File: src/rtl/issue_alloc_unit.sv
// Tomasulo issue/allocation stage: picks RS/LSQ and ROB slots, owns ROB/LSQ pointers.
// Optional stall/issue statistics counters are enabled with ISSUE_STALL_STATS_EN.
module issue_alloc_unit #(
   parameter int ROB_DEPTH = 8,
   parameter int N_ADD     = 3,
   parameter int N_MUL     = 2,
   parameter int LSQ_DEPTH = 6,
   localparam int RSW      = $clog2(LSQ_DEPTH + N_ADD + N_MUL + 1),
   localparam int ROB_W    = $clog2(ROB_DEPTH),
   localparam int LSQ_W    = $clog2(LSQ_DEPTH)
) (
   input  logic             clk,
   input  logic             rst_n,
   input  logic             start,
   input  logic             issue_valid,
   input  logic [2:0]       issue_op,
   input  logic [N_ADD-1:0] add_busy,
   input  logic [N_MUL-1:0] mul_busy,
   input  logic             rob_commit,
   input  logic             lsq_release,
   input  logic             flush,
   output logic             issue_ready,
   output logic [ROB_W-1:0] rob_idx,
   output logic [RSW-1:0]   rs_idx,
   output logic             struct_haz,
   output logic [1:0]       haz_cause,
   output logic             illegal_op,
   output logic [ROB_W:0]   rob_count,
   output logic [LSQ_W:0]   lsq_count
`ifdef ISSUE_STALL_STATS_EN
   ,
   output logic [31:0]      stall_rob_cnt,
   output logic [31:0]      stall_rs_cnt,
   output logic [31:0]      stall_lsq_cnt,
   output logic [31:0]      issue_cnt
`endif
);

   localparam int ADD_BASE = LSQ_DEPTH;
   localparam int MUL_BASE = LSQ_DEPTH + N_ADD;
   localparam int NONE_IDX = LSQ_DEPTH + N_ADD + N_MUL;

   localparam logic [RSW-1:0]   RS_NONE  = RSW'(NONE_IDX);
   localparam logic [ROB_W:0]   ROB_FULL = (ROB_W + 1)'(ROB_DEPTH);
   localparam logic [LSQ_W:0]   LSQ_FULL = (LSQ_W + 1)'(LSQ_DEPTH);
   localparam logic [LSQ_W-1:0] LSQ_LAST = LSQ_W'(LSQ_DEPTH - 1);

   localparam logic [1:0] CAUSE_NONE = 2'd0;
   localparam logic [1:0] CAUSE_ROB  = 2'd1;
   localparam logic [1:0] CAUSE_RS   = 2'd2;
   localparam logic [1:0] CAUSE_LSQ  = 2'd3;

   logic [ROB_W-1:0] rob_head_reg, rob_head_next;
   logic [ROB_W-1:0] rob_tail_reg, rob_tail_next;
   logic [ROB_W:0]   rob_count_reg, rob_count_next;
   logic [LSQ_W-1:0] lsq_tail_reg, lsq_tail_next;
   logic [LSQ_W:0]   lsq_count_reg, lsq_count_next;

   logic             op_add, op_mul, op_mem, op_ill;
   logic             rob_full, lsq_full;
   logic             add_any_free, mul_any_free;
   logic [RSW-1:0]   add_sel, mul_sel;
   logic [1:0]       cause;
   logic             hazard;
   logic             fire, fire_mem, do_commit, do_release;

   assign op_add = (issue_op == 3'd0) || (issue_op == 3'd1);
   assign op_mul = (issue_op == 3'd2) || (issue_op == 3'd3);
   assign op_mem = (issue_op == 3'd4) || (issue_op == 3'd5);
   assign op_ill = issue_op[2] & issue_op[1];

   assign rob_full     = (rob_count_reg == ROB_FULL);
   assign lsq_full     = (lsq_count_reg == LSQ_FULL);
   assign add_any_free = ~(&add_busy);
   assign mul_any_free = ~(&mul_busy);

   // Descending scan so the lowest-index free station wins.
   always_comb begin
      add_sel = RS_NONE;
      for (int i = N_ADD - 1; i >= 0; i--) begin
         if (!add_busy[i]) add_sel = RSW'(ADD_BASE + i);
      end
   end

   always_comb begin
      mul_sel = RS_NONE;
      for (int i = N_MUL - 1; i >= 0; i--) begin
         if (!mul_busy[i]) mul_sel = RSW'(MUL_BASE + i);
      end
   end

   // ROB-full outranks class-full; with no instruction only the ROB is checked.
   always_comb begin
      cause = CAUSE_NONE;
      if (rob_full) begin
         cause = CAUSE_ROB;
      end else if (issue_valid) begin
         if (op_add && !add_any_free)      cause = CAUSE_RS;
         else if (op_mul && !mul_any_free) cause = CAUSE_RS;
         else if (op_mem && lsq_full)      cause = CAUSE_LSQ;
      end
   end

   assign hazard = (cause != CAUSE_NONE);

   always_comb begin
      issue_ready = start & ~flush & ~hazard;
      struct_haz  = start & issue_valid & hazard;
      haz_cause   = (start && issue_valid) ? cause : CAUSE_NONE;
      illegal_op  = issue_valid & op_ill;
      rs_idx      = RS_NONE;
      if (start && issue_valid && !hazard) begin
         if (op_add)      rs_idx = add_sel;
         else if (op_mul) rs_idx = mul_sel;
         else if (op_mem) rs_idx = RSW'(lsq_tail_reg);
      end
   end

   assign fire       = issue_valid & issue_ready;
   assign fire_mem   = fire & op_mem;
   assign do_commit  = rob_commit & (rob_count_reg != '0);
   assign do_release = lsq_release & (lsq_count_reg != '0);

   always_comb begin
      rob_head_next  = rob_head_reg;
      rob_tail_next  = rob_tail_reg;
      rob_count_next = rob_count_reg;
      lsq_tail_next  = lsq_tail_reg;
      lsq_count_next = lsq_count_reg;
      if (!start || flush) begin
         rob_head_next  = '0;
         rob_tail_next  = '0;
         rob_count_next = '0;
         lsq_tail_next  = '0;
         lsq_count_next = '0;
      end else begin
         if (fire)      rob_tail_next = rob_tail_reg + ROB_W'(1);
         if (do_commit) rob_head_next = rob_head_reg + ROB_W'(1);
         case ({fire, do_commit})
            2'b10:   rob_count_next = rob_count_reg + (ROB_W + 1)'(1);
            2'b01:   rob_count_next = rob_count_reg - (ROB_W + 1)'(1);
            default: rob_count_next = rob_count_reg;
         endcase
         // LSQ depth need not be a power of two, so wrap explicitly.
         if (fire_mem) lsq_tail_next = (lsq_tail_reg == LSQ_LAST) ? '0 : lsq_tail_reg + LSQ_W'(1);
         case ({fire_mem, do_release})
            2'b10:   lsq_count_next = lsq_count_reg + (LSQ_W + 1)'(1);
            2'b01:   lsq_count_next = lsq_count_reg - (LSQ_W + 1)'(1);
            default: lsq_count_next = lsq_count_reg;
         endcase
      end
   end

   always_ff @(posedge clk or negedge rst_n) begin
      if (!rst_n) begin
         rob_head_reg  <= '0;
         rob_tail_reg  <= '0;
         rob_count_reg <= '0;
         lsq_tail_reg  <= '0;
         lsq_count_reg <= '0;
      end else begin
         rob_head_reg  <= rob_head_next;
         rob_tail_reg  <= rob_tail_next;
         rob_count_reg <= rob_count_next;
         lsq_tail_reg  <= lsq_tail_next;
         lsq_count_reg <= lsq_count_next;
      end
   end

   assign rob_idx   = rob_tail_reg;
   assign rob_count = rob_count_reg;
   assign lsq_count = lsq_count_reg;

`ifdef ISSUE_STALL_STATS_EN
   logic [31:0] stall_rob_reg, stall_rs_reg, stall_lsq_reg, issue_cnt_reg;

   // Statistics survive flush; only reset or start=0 clears them.
   always_ff @(posedge clk or negedge rst_n) begin
      if (!rst_n) begin
         stall_rob_reg <= '0;
         stall_rs_reg  <= '0;
         stall_lsq_reg <= '0;
         issue_cnt_reg <= '0;
      end else if (!start) begin
         stall_rob_reg <= '0;
         stall_rs_reg  <= '0;
         stall_lsq_reg <= '0;
         issue_cnt_reg <= '0;
      end else begin
         if (struct_haz && haz_cause == CAUSE_ROB && stall_rob_reg != '1)
            stall_rob_reg <= stall_rob_reg + 32'd1;
         if (struct_haz && haz_cause == CAUSE_RS && stall_rs_reg != '1)
            stall_rs_reg <= stall_rs_reg + 32'd1;
         if (struct_haz && haz_cause == CAUSE_LSQ && stall_lsq_reg != '1)
            stall_lsq_reg <= stall_lsq_reg + 32'd1;
         if (fire && issue_cnt_reg != '1)
            issue_cnt_reg <= issue_cnt_reg + 32'd1;
      end
   end

   assign stall_rob_cnt = stall_rob_reg;
   assign stall_rs_cnt  = stall_rs_reg;
   assign stall_lsq_cnt = stall_lsq_reg;
   assign issue_cnt     = issue_cnt_reg;
`endif

endmodule
File: config.mk
export PLATFORM = sky130hd
export DESIGN_NAME = issue_alloc_unit
export DESIGN_NICKNAME = d
export VERILOG_FILES = /design/src/rtl/issue_alloc_unit.sv
export SDC_FILE = /design/constraint.sdc
export NUM_CORES = 1
export LEC_CHECK = 0
export BUFFER_PORTS_ARGS = -buffer_cell sky130_fd_sc_hd__buf_2
export CORE_UTILIZATION = 50
export CTS_BUF_LIST = sky130_fd_sc_hd__clkbuf_4
export CTS_CLUSTER_DIAMETER = 80
export DETAILED_ROUTE_END_ITERATION = 7
export PLACE_DENSITY = 0.84
export SLEW_MARGIN = 20
export SYNTH_ARGS = -nofsm -noshare
export SYNTH_HDL_FRONTEND = slang
export SYNTH_SLANG_ARGS = --single-unit
File: constraint.sdc
create_clock -name clk -period 3.8 [get_ports clk]
set_clock_uncertainty 0.1 [all_clocks]
set_input_delay 0.19 -clock clk [delete_from_list [all_inputs] [get_ports clk]]
set_output_delay 0.19 -clock clk [all_outputs]
set_load 0.01 [all_outputs]
==> metrics <==
max-cap violations 0; Power Total 0.2852 mW; CTS tree done; Data required, critical path 3870 ps; Die ar. 2555 µm²; Die Y 50.55 µm; ratio of cells with drive above 1 in the final layout 29.56%; startpoint class of the critical path flip-flop; clock sinks 14; drc violations 0; maximum clock frequency 0.3182 GHz; clock-pin slew on the worst setup and hold paths 70 ps; kind of critical path flip-flop to flip-flop; most frequent cells in the layout buf_2, dfrtp_1, nand2_1, nor2_1; top_reg_cell synth dfrtp_1; Netlist cell types 42; I/O pins 35; crit-path most repeated cell ha_1; design area 1396 µm²; Finish-stage setup viols 0; mean routed wirelength per cell 13.70 µm; core footprint 2212 µm²; Post-synth EDFFs 0; crit-path max cell delay 490 ps; VDD IR-drop max 219.2 µV; Final WS setup 657.3 ps; Fillers 204; initial antenna violation count 0; critical path arrival 3220 ps; final WL 2561 µm; Multi-input gate area 802.0 µm²; Slowest-stage cell, CP dfrtp_1; Max FO, Critical Path 8; Port Buffer Count 33; Max Slew Vio Count 0; total track usage 21.73%; Met2 Wirelength 1310 µm; Mapped Cells 125; CTS Buf Count 3; RSZ-0062 raised after global routing no; routed vias/inst 5.738; top routing layer in use met4; Seq cells post-synth 14; total iterations of the first detailed-routing run 6; worst-case clock buffer depth 2; Slew headroom 50.23%; Horiz. Die Dim 50.55 µm; CP Cell Sequence nand4bb_2 -> o21ai_2 -> nor4_4 -> or3b_1 -> ha_1 -> ha_1 -> a31o_2 -> a211oi_1 -> mux2i_1; grt ovf 0; vias in the first global route 1,010; FF/Latch Area 350.3 µm²; crit path time final 3143 ps; detailed-route via count 1,073; YS warnings 0; antenna cells 0; worst-margin pin slew 736.2 ps; CTS root buffer clkbuf_4; Area Growth Syn to Fin 18.47%; Period Utilization, post-route 82.70%; Placed Area 1360 µm²; DR iter-0 viols 17; power per standard cell area 204.2 nW/µm²; commonest non-fill, non-tap cell in the layout buf_2; Clk Latency, worst-skew pair 260 ps; Starting Density 53.28%; Critical Path Sink Type flip-flop; # nets final 184; outcome completed; sequential share of the synthesized area 29.72%; Fin. Hold Viols 0; Cell Rows 17; H-tree level count 1; pin count of the biggest net entering global routing 15; DP Wirelength 2021 µm; fin util 63.12%; setup TNS 0 ps; syn avg cell area 9.429 µm²; remaining antenna violation count after routing 0; syn nets 149; RePlAce Congestion 0.7991; fraction of registers with async set or reset after synthesis 100.0%; Placement Setup Slack 681.6 ps; Met1 Wirelength 1147 µm; Leak 0.7127 nW; global-route wire length before repair 4291 µm; met3 wire len 100 µm; Worst Hold Class primary input to flip-flop; synthesized area 1179 µm²; Post CTS Setup Buffer Count 0
worst paths after layout:
kind,slack (ps),from,cells past startpoint,to
min in group asynchronous,230,rst_n,2,rob_idx[0]$_DFFE_PN0P_
max in group asynchronous,3130,rst_n,2,lsq_count[0]$_DFFE_PN0P_
min,200,flush,3,rob_idx[2]$_DFFE_PN0P_
min reg2reg,460,rob_idx[2]$_DFFE_PN0P_,2,rob_idx[2]$_DFFE_PN0P_
max reg2reg,660,lsq_count[0]$_DFFE_PN0P_,9,lsq_count[3]$_DFFE_PN0P_
max,660,lsq_count[0]$_DFFE_PN0P_,9,lsq_count[3]$_DFFE_PN0P_
cell usage after synthesis (2+ instances only):
cell,number,area (µm²)
nor2b_1,2,12.51
nor4b_1,2,17.52
dfrtp_1,14,350.3
or2_2,2,12.51
xnor2_1,3,26.28
o41a_1,2,22.52
nand2_1,11,41.29
a211oi_1,3,22.52
nand2b_1,7,43.79
a31oi_1,2,12.51
buf_2,3,15.01
and3_1,3,18.77
a21oi_1,7,35.03
nand4_1,2,12.51
mux2i_1,9,90.09
ha_1,9,112.6
o21ai_0,4,20.02
xor2_1,5,43.79
nor2_1,11,41.29
or3b_1,2,17.52
power by group:
group          total (mW)  switching [mW]  internal [mW]
clock network      0.0796          0.0418         0.0379
logic              0.0531          0.0297         0.0234
registers           0.152         0.00217          0.150
repair_timing:
action	4_1_cts	5_1_grt
hold buffers	1	0
hold endpoints to repair	14	0
gates resized for setup	0	0
through the flow:
| step | hold slack (ps) | std cells |
|---|---|---|
| 2_1_floorplan | -205.6 | 125 |
| 3_3_place_gp | -9.764 | 182 |
| 3_5_place_dp | 1.023 | 182 |
| 4_1_cts | 193.4 | 187 |
| 5_1_grt | 228.0 | 187 |
| 6_report | 196.1 | 187 |
layer usage:
| metal | vias to the layer above | GRT usage [%] |
|---|---|---|
| met5 | - | 0 |
| met4 | 0 | 3.704 |
| met3 | 2 | 1.818 |
| met2 | 36 | 40.44 |
| met1 | 505 | 27.39 |
| li1 | 530 | - |
critical path: cells and delay by family (launching register included):
kind                     cells  cell delay [ps]
AO/OA/AOI/OAI                3              690
AND/OR/NAND/NOR              3              880
adder cells (fa/ha/maj)      2              610
multiplexers                 1              270
flip-flops                   1              490
kinds of logic after synthesis:
family	synth area share [%]
simple gates	30.47
flops	29.72
xor+xnor	5.945
buf+inv	2.229
mux	7.644
fa+ha+maj	9.554
compound gates	14.44
layout make-up:
class | count | area share [%]
multi-input combinational | 106 | 57.44
clock inverter | 1 | 0.2688
sequential | 14 | 25.09
clock buffer | 3 | 1.613
tap | 28 | 2.509
timing repair buffer | 35 | 13.08
(Power assumes the default switching activity.)
